<file path="src/rtl/axi_rd_arbiter_if.sv">
`default_nettype none
// ============================================================================
// Module      : axi_rd_arbiter_if
// Description : Bundles the cache-side refill handshakes and the AXI read
//               address/data channel seen by axi_rd_arbiter.
//               master modport : arbiter view (AXI read master, cache server)
//               slave  modport : environment view (caches + interconnect)
// Ports       : ic_* / dc_*    cache refill request, grant and beat strobes
//               rd_rdata/beat  shared data return bus and beat index
//               ar* / r*       AXI read address and read data channels
//               busy           arbiter is not idle
// Revision    : 1.0 - initial release
// ============================================================================
interface axi_rd_arbiter_if #(
    parameter int DATA_W = 32
);
    logic              ic_rd_req;
    logic [31:0]       ic_rd_addr;
    logic [7:0]        ic_rd_len;
    logic              ic_addr_ok;
    logic              ic_cancel;
    logic              ic_rvalid;
    logic              ic_rlast;
    logic              dc_rd_req;
    logic [31:0]       dc_rd_addr;
    logic [7:0]        dc_rd_len;
    logic              dc_addr_ok;
    logic              dc_rvalid;
    logic              dc_rlast;
    logic [DATA_W-1:0] rd_rdata;
    logic [7:0]        rd_beat;
    logic [3:0]        arid;
    logic [31:0]       araddr;
    logic [7:0]        arlen;
    logic [2:0]        arsize;
    logic [1:0]        arburst;
    logic              arvalid;
    logic              arready;
    logic [3:0]        rid;
    logic [DATA_W-1:0] rdata;
    logic              rlast;
    logic              rvalid;
    logic              rready;
    logic              busy;

    modport master (
        input  ic_rd_req, ic_rd_addr, ic_rd_len, ic_cancel,
        input  dc_rd_req, dc_rd_addr, dc_rd_len,
        input  arready, rid, rdata, rlast, rvalid,
        output ic_addr_ok, ic_rvalid, ic_rlast,
        output dc_addr_ok, dc_rvalid, dc_rlast,
        output rd_rdata, rd_beat,
        output arid, araddr, arlen, arsize, arburst, arvalid, rready, busy
    );

    modport slave (
        output ic_rd_req, ic_rd_addr, ic_rd_len, ic_cancel,
        output dc_rd_req, dc_rd_addr, dc_rd_len,
        output arready, rid, rdata, rlast, rvalid,
        input  ic_addr_ok, ic_rvalid, ic_rlast,
        input  dc_addr_ok, dc_rvalid, dc_rlast,
        input  rd_rdata, rd_beat,
        input  arid, araddr, arlen, arsize, arburst, arvalid, rready, busy
    );
endinterface
`default_nettype wire

</file>
<file path="src/rtl/axi_rd_arbiter.sv">
`default_nettype none
// ============================================================================
// Module      : axi_rd_arbiter
// Description : Shares one AXI read channel between the ICache and DCache
//               refill engines. One burst at a time: grant in IDLE, AR
//               handshake, then R beats until rlast routed to the owner.
//               An ICache cancel lets the burst drain but hides its beats.
// Ports       : clk    clock
//               resetn asynchronous active-low reset
//               bus    axi_rd_arbiter_if.master (cache + AXI read signals)
// Options     : RD_ARB_ROUND_ROBIN_EN - alternate grants on simultaneous
//               requests instead of fixed DCache priority.
// Revision    : 1.0 - initial release
// ============================================================================
module axi_rd_arbiter #(
    parameter logic [3:0] IC_ARID = 4'd0,
    parameter logic [3:0] DC_ARID = 4'd1,
    parameter int         DATA_W  = 32
) (
    input  wire logic           clk,
    input  wire logic           resetn,
    axi_rd_arbiter_if.master    bus
);

    localparam logic [1:0] c_idle   = 2'd0;
    localparam logic [1:0] c_ar     = 2'd1;
    localparam logic [1:0] c_r      = 2'd2;
    localparam logic       c_own_ic = 1'b0;
    localparam logic       c_own_dc = 1'b1;

    logic [1:0]  r_state;
    logic [1:0]  w_state_nxt;
    logic        r_owner;
    logic [31:0] r_araddr;
    logic [7:0]  r_arlen;
    logic [3:0]  r_arid;
    logic [7:0]  r_beat;
    logic        r_cancel;
    logic        r_err_id;   // sticky debug flag: a beat arrived with a foreign rid
    logic        w_grant_ic;
    logic        w_grant_dc;
    logic        w_grant_any;
    logic        w_ar_hs;
    logic        w_r_hs;
    logic        w_ic_mute;

`ifdef RD_ARB_ROUND_ROBIN_EN
    logic r_last_grant;

    // On a tie the cache that did not win last time gets the channel.
    always_comb begin
        w_grant_dc = bus.dc_rd_req & (~bus.ic_rd_req | (r_last_grant == c_own_ic));
        w_grant_ic = bus.ic_rd_req & (~bus.dc_rd_req | (r_last_grant == c_own_dc));
    end

    always_ff @(posedge clk or negedge resetn) begin
        if (!resetn) begin
            r_last_grant <= c_own_ic;
        end else if ((r_state == c_idle) && w_grant_any) begin
            r_last_grant <= w_grant_dc;
        end
    end
`else
    assign w_grant_dc = bus.dc_rd_req;
    assign w_grant_ic = bus.ic_rd_req & ~bus.dc_rd_req;
`endif

    assign w_grant_any = w_grant_ic | w_grant_dc;
    assign w_ar_hs     = (r_state == c_ar) & bus.arready;
    assign w_r_hs      = (r_state == c_r) & bus.rvalid;
    // The live cancel input hides a beat in the same cycle it is raised.
    assign w_ic_mute   = r_cancel | bus.ic_cancel;

    assign bus.arid     = r_arid;
    assign bus.araddr   = r_araddr;
    assign bus.arlen    = r_arlen;
    assign bus.arsize   = 3'b010;
    assign bus.arburst  = 2'b01;
    assign bus.rd_rdata = bus.rdata[DATA_W-1:0];
    assign bus.rd_beat  = r_beat;

    always_ff @(posedge clk or negedge resetn) begin
        if (!resetn) begin
            r_state <= c_idle;
        end else begin
            r_state <= w_state_nxt;
        end
    end

    always_comb begin
        w_state_nxt    = r_state;
        bus.busy       = 1'b1;
        bus.arvalid    = 1'b0;
        bus.rready     = 1'b0;
        bus.ic_addr_ok = 1'b0;
        bus.dc_addr_ok = 1'b0;
        bus.ic_rvalid  = 1'b0;
        bus.ic_rlast   = 1'b0;
        bus.dc_rvalid  = 1'b0;
        bus.dc_rlast   = 1'b0;
        case (r_state)
            c_idle: begin
                bus.busy = 1'b0;
                // Grants are suppressed while reset is held so requests
                // parked on the inputs cannot pulse addr_ok.
                bus.ic_addr_ok = w_grant_ic & resetn;
                bus.dc_addr_ok = w_grant_dc & resetn;
                if (w_grant_any) begin
                    w_state_nxt = c_ar;
                end
            end
            c_ar: begin
                bus.arvalid = 1'b1;
                if (bus.arready) begin
                    w_state_nxt = c_r;
                end
            end
            c_r: begin
                bus.rready = 1'b1;
                if (bus.rvalid) begin
                    if (r_owner == c_own_dc) begin
                        bus.dc_rvalid = 1'b1;
                        bus.dc_rlast  = bus.rlast;
                    end else if (!w_ic_mute) begin
                        bus.ic_rvalid = 1'b1;
                        bus.ic_rlast  = bus.rlast;
                    end
                    if (bus.rlast) begin
                        w_state_nxt = c_idle;
                    end
                end
            end
            default: begin
                w_state_nxt = c_idle;
            end
        endcase
    end

    always_ff @(posedge clk or negedge resetn) begin
        if (!resetn) begin
            r_owner  <= c_own_ic;
            r_araddr <= 32'd0;
            r_arlen  <= 8'd0;
            r_arid   <= IC_ARID;
            r_beat   <= 8'd0;
            r_cancel <= 1'b0;
            r_err_id <= 1'b0;
        end else begin
            if ((r_state == c_idle) && w_grant_any) begin
                r_owner  <= w_grant_dc;
                r_araddr <= w_grant_dc ? bus.dc_rd_addr : bus.ic_rd_addr;
                r_arlen  <= w_grant_dc ? bus.dc_rd_len  : bus.ic_rd_len;
                r_arid   <= w_grant_dc ? DC_ARID        : IC_ARID;
            end
            if (w_ar_hs) begin
                r_beat <= 8'd0;
            end else if (w_r_hs) begin
                r_beat   <= r_beat + 8'd1;
                r_err_id <= r_err_id | (bus.rid != r_arid);
            end
            if ((r_state == c_idle) || (w_r_hs && bus.rlast)) begin
                r_cancel <= 1'b0;
            end else if ((r_owner == c_own_ic) && bus.ic_cancel) begin
                r_cancel <= 1'b1;
            end
        end
    end

endmodule
`default_nettype wire

</file>
<file path="src/flat_wrapper.sv">
// flat-port wrapper written by rule: the top's interface ports become plain ports
module axi_rd_arbiter_flat 
#(
    parameter logic [3:0] IC_ARID = 4'd0,
    parameter logic [3:0] DC_ARID = 4'd1,
    parameter int         DATA_W  = 32
)
  (clk, resetn, bus_ic_rd_req, bus_ic_rd_addr, bus_ic_rd_len, bus_ic_cancel, bus_dc_rd_req, bus_dc_rd_addr, bus_dc_rd_len, bus_arready, bus_rid, bus_rdata, bus_rlast, bus_rvalid, bus_ic_addr_ok, bus_ic_rvalid, bus_ic_rlast, bus_dc_addr_ok, bus_dc_rvalid, bus_dc_rlast, bus_rd_rdata, bus_rd_beat, bus_arid, bus_araddr, bus_arlen, bus_arsize, bus_arburst, bus_arvalid, bus_rready, bus_busy);
  axi_rd_arbiter_if #(.DATA_W(DATA_W)) bus_i ();
  input  wire logic clk;
  input  wire logic resetn;
  input wire logic [$bits(bus_i.ic_rd_req)-1:0] bus_ic_rd_req;
  input wire logic [$bits(bus_i.ic_rd_addr)-1:0] bus_ic_rd_addr;
  input wire logic [$bits(bus_i.ic_rd_len)-1:0] bus_ic_rd_len;
  input wire logic [$bits(bus_i.ic_cancel)-1:0] bus_ic_cancel;
  input wire logic [$bits(bus_i.dc_rd_req)-1:0] bus_dc_rd_req;
  input wire logic [$bits(bus_i.dc_rd_addr)-1:0] bus_dc_rd_addr;
  input wire logic [$bits(bus_i.dc_rd_len)-1:0] bus_dc_rd_len;
  input wire logic [$bits(bus_i.arready)-1:0] bus_arready;
  input wire logic [$bits(bus_i.rid)-1:0] bus_rid;
  input wire logic [$bits(bus_i.rdata)-1:0] bus_rdata;
  input wire logic [$bits(bus_i.rlast)-1:0] bus_rlast;
  input wire logic [$bits(bus_i.rvalid)-1:0] bus_rvalid;
  output wire logic [$bits(bus_i.ic_addr_ok)-1:0] bus_ic_addr_ok;
  output wire logic [$bits(bus_i.ic_rvalid)-1:0] bus_ic_rvalid;
  output wire logic [$bits(bus_i.ic_rlast)-1:0] bus_ic_rlast;
  output wire logic [$bits(bus_i.dc_addr_ok)-1:0] bus_dc_addr_ok;
  output wire logic [$bits(bus_i.dc_rvalid)-1:0] bus_dc_rvalid;
  output wire logic [$bits(bus_i.dc_rlast)-1:0] bus_dc_rlast;
  output wire logic [$bits(bus_i.rd_rdata)-1:0] bus_rd_rdata;
  output wire logic [$bits(bus_i.rd_beat)-1:0] bus_rd_beat;
  output wire logic [$bits(bus_i.arid)-1:0] bus_arid;
  output wire logic [$bits(bus_i.araddr)-1:0] bus_araddr;
  output wire logic [$bits(bus_i.arlen)-1:0] bus_arlen;
  output wire logic [$bits(bus_i.arsize)-1:0] bus_arsize;
  output wire logic [$bits(bus_i.arburst)-1:0] bus_arburst;
  output wire logic [$bits(bus_i.arvalid)-1:0] bus_arvalid;
  output wire logic [$bits(bus_i.rready)-1:0] bus_rready;
  output wire logic [$bits(bus_i.busy)-1:0] bus_busy;
  assign bus_i.ic_rd_req = bus_ic_rd_req;
  assign bus_i.ic_rd_addr = bus_ic_rd_addr;
  assign bus_i.ic_rd_len = bus_ic_rd_len;
  assign bus_i.ic_cancel = bus_ic_cancel;
  assign bus_i.dc_rd_req = bus_dc_rd_req;
  assign bus_i.dc_rd_addr = bus_dc_rd_addr;
  assign bus_i.dc_rd_len = bus_dc_rd_len;
  assign bus_i.arready = bus_arready;
  assign bus_i.rid = bus_rid;
  assign bus_i.rdata = bus_rdata;
  assign bus_i.rlast = bus_rlast;
  assign bus_i.rvalid = bus_rvalid;
  assign bus_ic_addr_ok = bus_i.ic_addr_ok;
  assign bus_ic_rvalid = bus_i.ic_rvalid;
  assign bus_ic_rlast = bus_i.ic_rlast;
  assign bus_dc_addr_ok = bus_i.dc_addr_ok;
  assign bus_dc_rvalid = bus_i.dc_rvalid;
  assign bus_dc_rlast = bus_i.dc_rlast;
  assign bus_rd_rdata = bus_i.rd_rdata;
  assign bus_rd_beat = bus_i.rd_beat;
  assign bus_arid = bus_i.arid;
  assign bus_araddr = bus_i.araddr;
  assign bus_arlen = bus_i.arlen;
  assign bus_arsize = bus_i.arsize;
  assign bus_arburst = bus_i.arburst;
  assign bus_arvalid = bus_i.arvalid;
  assign bus_rready = bus_i.rready;
  assign bus_busy = bus_i.busy;
  axi_rd_arbiter #(.IC_ARID(IC_ARID), .DC_ARID(DC_ARID), .DATA_W(DATA_W)) u_core (.clk(clk), .resetn(resetn), .bus(bus_i));
endmodule
</file>
<file path="config.mk">
export PLATFORM = sky130hd
export DESIGN_NAME = axi_rd_arbiter_flat
export DESIGN_NICKNAME = d
export VERILOG_FILES = /design/src/rtl/axi_rd_arbiter_if.sv /design/src/rtl/axi_rd_arbiter.sv /design/src/flat_wrapper.sv
export SDC_FILE = /design/constraint.sdc
export NUM_CORES = 1
export LEC_CHECK = 0
export ABC_AREA = 1
export BUFFER_PORTS_ARGS = -buffer_cell sky130_fd_sc_hd__buf_4
export CORE_MARGIN = 5
export CORE_UTILIZATION = 41
export CTS_BUF_LIST = sky130_fd_sc_hd__clkbuf_16
export CTS_CLUSTER_DIAMETER = 200
export DETAILED_ROUTE_END_ITERATION = 12
export GPL_TIMING_DRIVEN = 0
export PLACE_DENSITY = 0.91
export SETUP_SLACK_MARGIN = 0.02
export SLEW_MARGIN = 25
export SYNTH_ARGS = -nofsm -noshare
export SYNTH_HDL_FRONTEND = slang
export SYNTH_SLANG_ARGS = --single-unit
</file>
<file path="constraint.sdc">
create_clock -name clk -period 1.4 [get_ports clk]
set_input_delay 0.21 -clock clk [delete_from_list [all_inputs] [get_ports clk]]
set_output_delay 0.21 -clock clk [all_outputs]
set_load 0.01 [all_outputs]
</file>
==> flow_metrics.env <==
export IMPL_rr_endpoint="u_core.bus.rd_beat[6]"
export IMPL_cts_buffer_depth=2
export IMPL_outcome="finished, violations left"
export IMPL_r2r_cells=10
export IMPL_ff2ff_setup_slack_ns=-0.03
export IMPL_ys_seq_area_share_pct=42.8
export IMPL_hold_slack_ns=-0.136
export IMPL_cts_reportedPaths_clkPinSlew_ns=0.07
export IMPL_finalClockSkew_ns=0.0132
export IMPL_vias=3208
export IMPL_cts_tree="done"
export IMPL_syn_area_per_cell_um2=7.84
export IMPL_cts_root_buf="clkbuf_16"
export IMPL_wl_um=10100
export IMPL_drc=0
export IMPL_min_period_ns=1.62
export IMPL_grt_usage_pct=19.8
export IMPL_syn_to_final_growth_pct=60.0
export IMPL_worst_slack_ns=-0.216
export IMPL_syn_inst=388
export IMPL_failed_checks="hold timing, setup timing"
export IMPL_period_share_pct=115
export IMPL_dp_cells=670
export IMPL_arrival_ns=1.41
export IMPL_grt_pass1_vias=3138
export IMPL_met2_usage_pct=37.9
export IMPL_ios=222
export IMPL_ys_warn_count=0
export IMPL_end_kind="primary output"
export IMPL_grt_pass1_wl_um=14400
export IMPL_ant_nets=0
export IMPL_cap_violations=0
export IMPL_fmax_ghz=0.619
export IMPL_hold_viol=52
export IMPL_nets=718
export IMPL_numCtsBuffers=5
export IMPL_setup_viol=11
export IMPL_postLayoutCoreUtil_pct=67.1
export IMPL_initial_utilization_pct=42.0
export IMPL_fin_tns_setup_ns=-1.08
export IMPL_hp_class="in -> async"
export IMPL_avgRoutedWirePerCell_um=14.5
export IMPL_cts_max_level=2
export IMPL_relSlewSlack_pct=66.3
export IMPL_grtUsageMet3_pct=5.63
export IMPL_crit_start="u_core.r_state[0]"
export IMPL_critPathCapture="bus_dc_rvalid"
export IMPL_dp_hpwl_um=7680
export IMPL_gp_congestion=0.805
export IMPL_rr_startpoint="u_core.r_state[0]"
export IMPL_cp_start_kind="register"
export IMPL_diodes=0
export IMPL_clock_latency_ns=0.29
export IMPL_dieArea_mm2=0.00924
export IMPL_ir_drop_uv=918
export IMPL_busiest_layer="met2"
export IMPL_fin_cells=693
export IMPL_overflow=0
export IMPL_use_met1_pct=21.5
export IMPL_path_class="reg -> out"
export IMPL_rows=31
export IMPL_via_per_inst=4.63
export IMPL_tightest_slew_ns=0.506
export IMPL_antenna_found_initial=0
export IMPL_numPortBuffers=177
export IMPL_power_leakage_nw=2.78
export IMPL_clock_sinks=52
export IMPL_p_per_area_mw_per_mm2=1660
export IMPL_rsz0062_at_grt="yes"
export IMPL_ys_types=23
export IMPL_grt_max_degree=54
export IMPL_slew_viol_final=0
export IMPL_core_area_mm2=0.00725
export IMPL_critPathMaxFanout=3
export IMPL_cp_required_ns=1.19
export IMPL_die_w_um=96.2
export IMPL_synth_seq_cells=52
export IMPL_drtIter0Drc=86
export IMPL_die_h_um=96.2
export IMPL_firstDrtPassIters=4
export IMPL_drive_above_1_share_pct=49.2
export IMPL_synth_area_mm2=0.00304
[worst min-delay path by stage]
stage,start,end,slack [ns],cells after the start
after floorplan,resetn,u_core.bus.araddr[0],-0.09,0
after global placement,resetn,u_core.bus.arlen[4],0.29,1
after detailed placement,resetn,u_core.bus.arlen[1],0.30,1
after CTS,resetn,u_core.bus.arlen[5],-0.11,1
after global routing,resetn,u_core.bus.arlen[3],-0.11,1
final,resetn,u_core.bus.arlen[1],-0.14,1
[worst max-delay path: stages, from the launching register on]
cell and delay (ns):
dfrtp_2 0.43, inv_2 0.07, nand3_2 0.07, buf_6 0.13, buf_4 0.13, nor2_1 0.13, buf_4 0.15
[cell type report]
cell class	instances	area, µm²
clock buffers	5	125
clock inverters	3	17.5
multi-input cells	229	1180
repair buffers	192	1470
plain buffers	59	443
fillers	602	2390
flip-flops and latches	52	1300
well taps	99	124
inverters	54	210
[flip-flops by register name (all words and copies together), names as in the netlist]
register	cells
u_core.r_state	2
u_core.bus.rd_beat	8
u_core.r_owner	1
u_core.r_cancel	1
u_core.bus.arlen	8
u_core.bus.araddr	32
[Yosys cell counts]
library cell  instances  area (µm²)
ha_1                  1        12.5
nand2_1             137         514
o31ai_1               1        7.51
o21ai_1               1        5.00
conb_1                2        7.51
buf_2                12        60.1
nand3_2               2        20.0
inv_4                 1        6.26
inv_2                 1        3.75
buf_6                 5        56.3
dfrtp_1              52        1300
inv_1                52         195
nor2_4                1        11.3
buf_4                42         315
o211ai_2              9         113
nor2_1               17        63.8
o21ai_0               4        20.0
a21oi_1               5        25.0
nor4_1                1        6.26
o21ai_4               1        16.3
o211ai_1             31         233
nand3_1               8        40.0
nor3_1                2        10.0
[through the flow]
stage	total power, W	area (µm²)	setup WS (ns)
2_1_floorplan	0.00459	3070	0.114
3_3_place_gp	0.00633	4520	-0.155
3_5_place_dp	0.00652	4520	-0.208
4_1_cts	0.00790	4740	-0.165
5_1_grt	0.00868	4870	-0.281
6_report	0.00808	4870	-0.216
[cells in the final DEF, fill, tap and decap left out, types with 2 or more instances in the layout]
| master | instances |
|---|---|
| dfrtp_1 | 50 |
| nand3_2 | 4 |
| nand2_1 | 134 |
| buf_2 | 11 |
| a21oi_1 | 4 |
| buf_6 | 6 |
| buf_4 | 232 |
| o21ai_1 | 2 |
| nor2_2 | 4 |
| inv_2 | 4 |
| nor2_4 | 2 |
| nor2_1 | 12 |
| o211ai_2 | 9 |
| inv_1 | 48 |
| conb_1 | 8 |
| nand2_2 | 3 |
| o211ai_1 | 31 |
| clkbuf_16 | 6 |
| o21ai_0 | 3 |
| nand3_1 | 6 |
| dfrtp_2 | 2 |
[what timing repair did]
item                                   in CTS  in global routing
endpoints found under the hold margin      52                 52
setup endpoints to repair                   7                  9
pin swaps                                   2                 11
setup buffers                               8                  6
gates resized for setup                     9                 20
cloned                                      0                  1
[per-layer routing]
| metal | wire [µm] | up-vias | part of all wire (%) |
|---|---|---|---|
| li1 | - | 1570 | - |
| met1 | 3430 | 1485 | 34 |
| met2 | 5550 | 143 | 55 |
| met3 | 972 | 10 | 9.7 |
| met4 | 98 | 0 | 0.97 |
| met5 | 0 | - | 0 |
[power breakdown]
part	internal, W	total (W)	switching [W]
clock network	0.000661	0.00120	0.000536
registers	0.00218	0.00259	0.000411
logic	0.00213	0.00430	0.00216
[cell families after synthesis]
group / after synthesis / synth area share (%)
adders and majority gates: 1 / 0.411
and+or+nand+nor: 168 / 21.9
buffers and inverters: 113 / 20.9
AOI/OAI and AO/OA: 52 / 13.8
DFF: 52 / 42.8
other: 2 / 0.247
No activity file was read; power rests on OpenSTA's default activity.
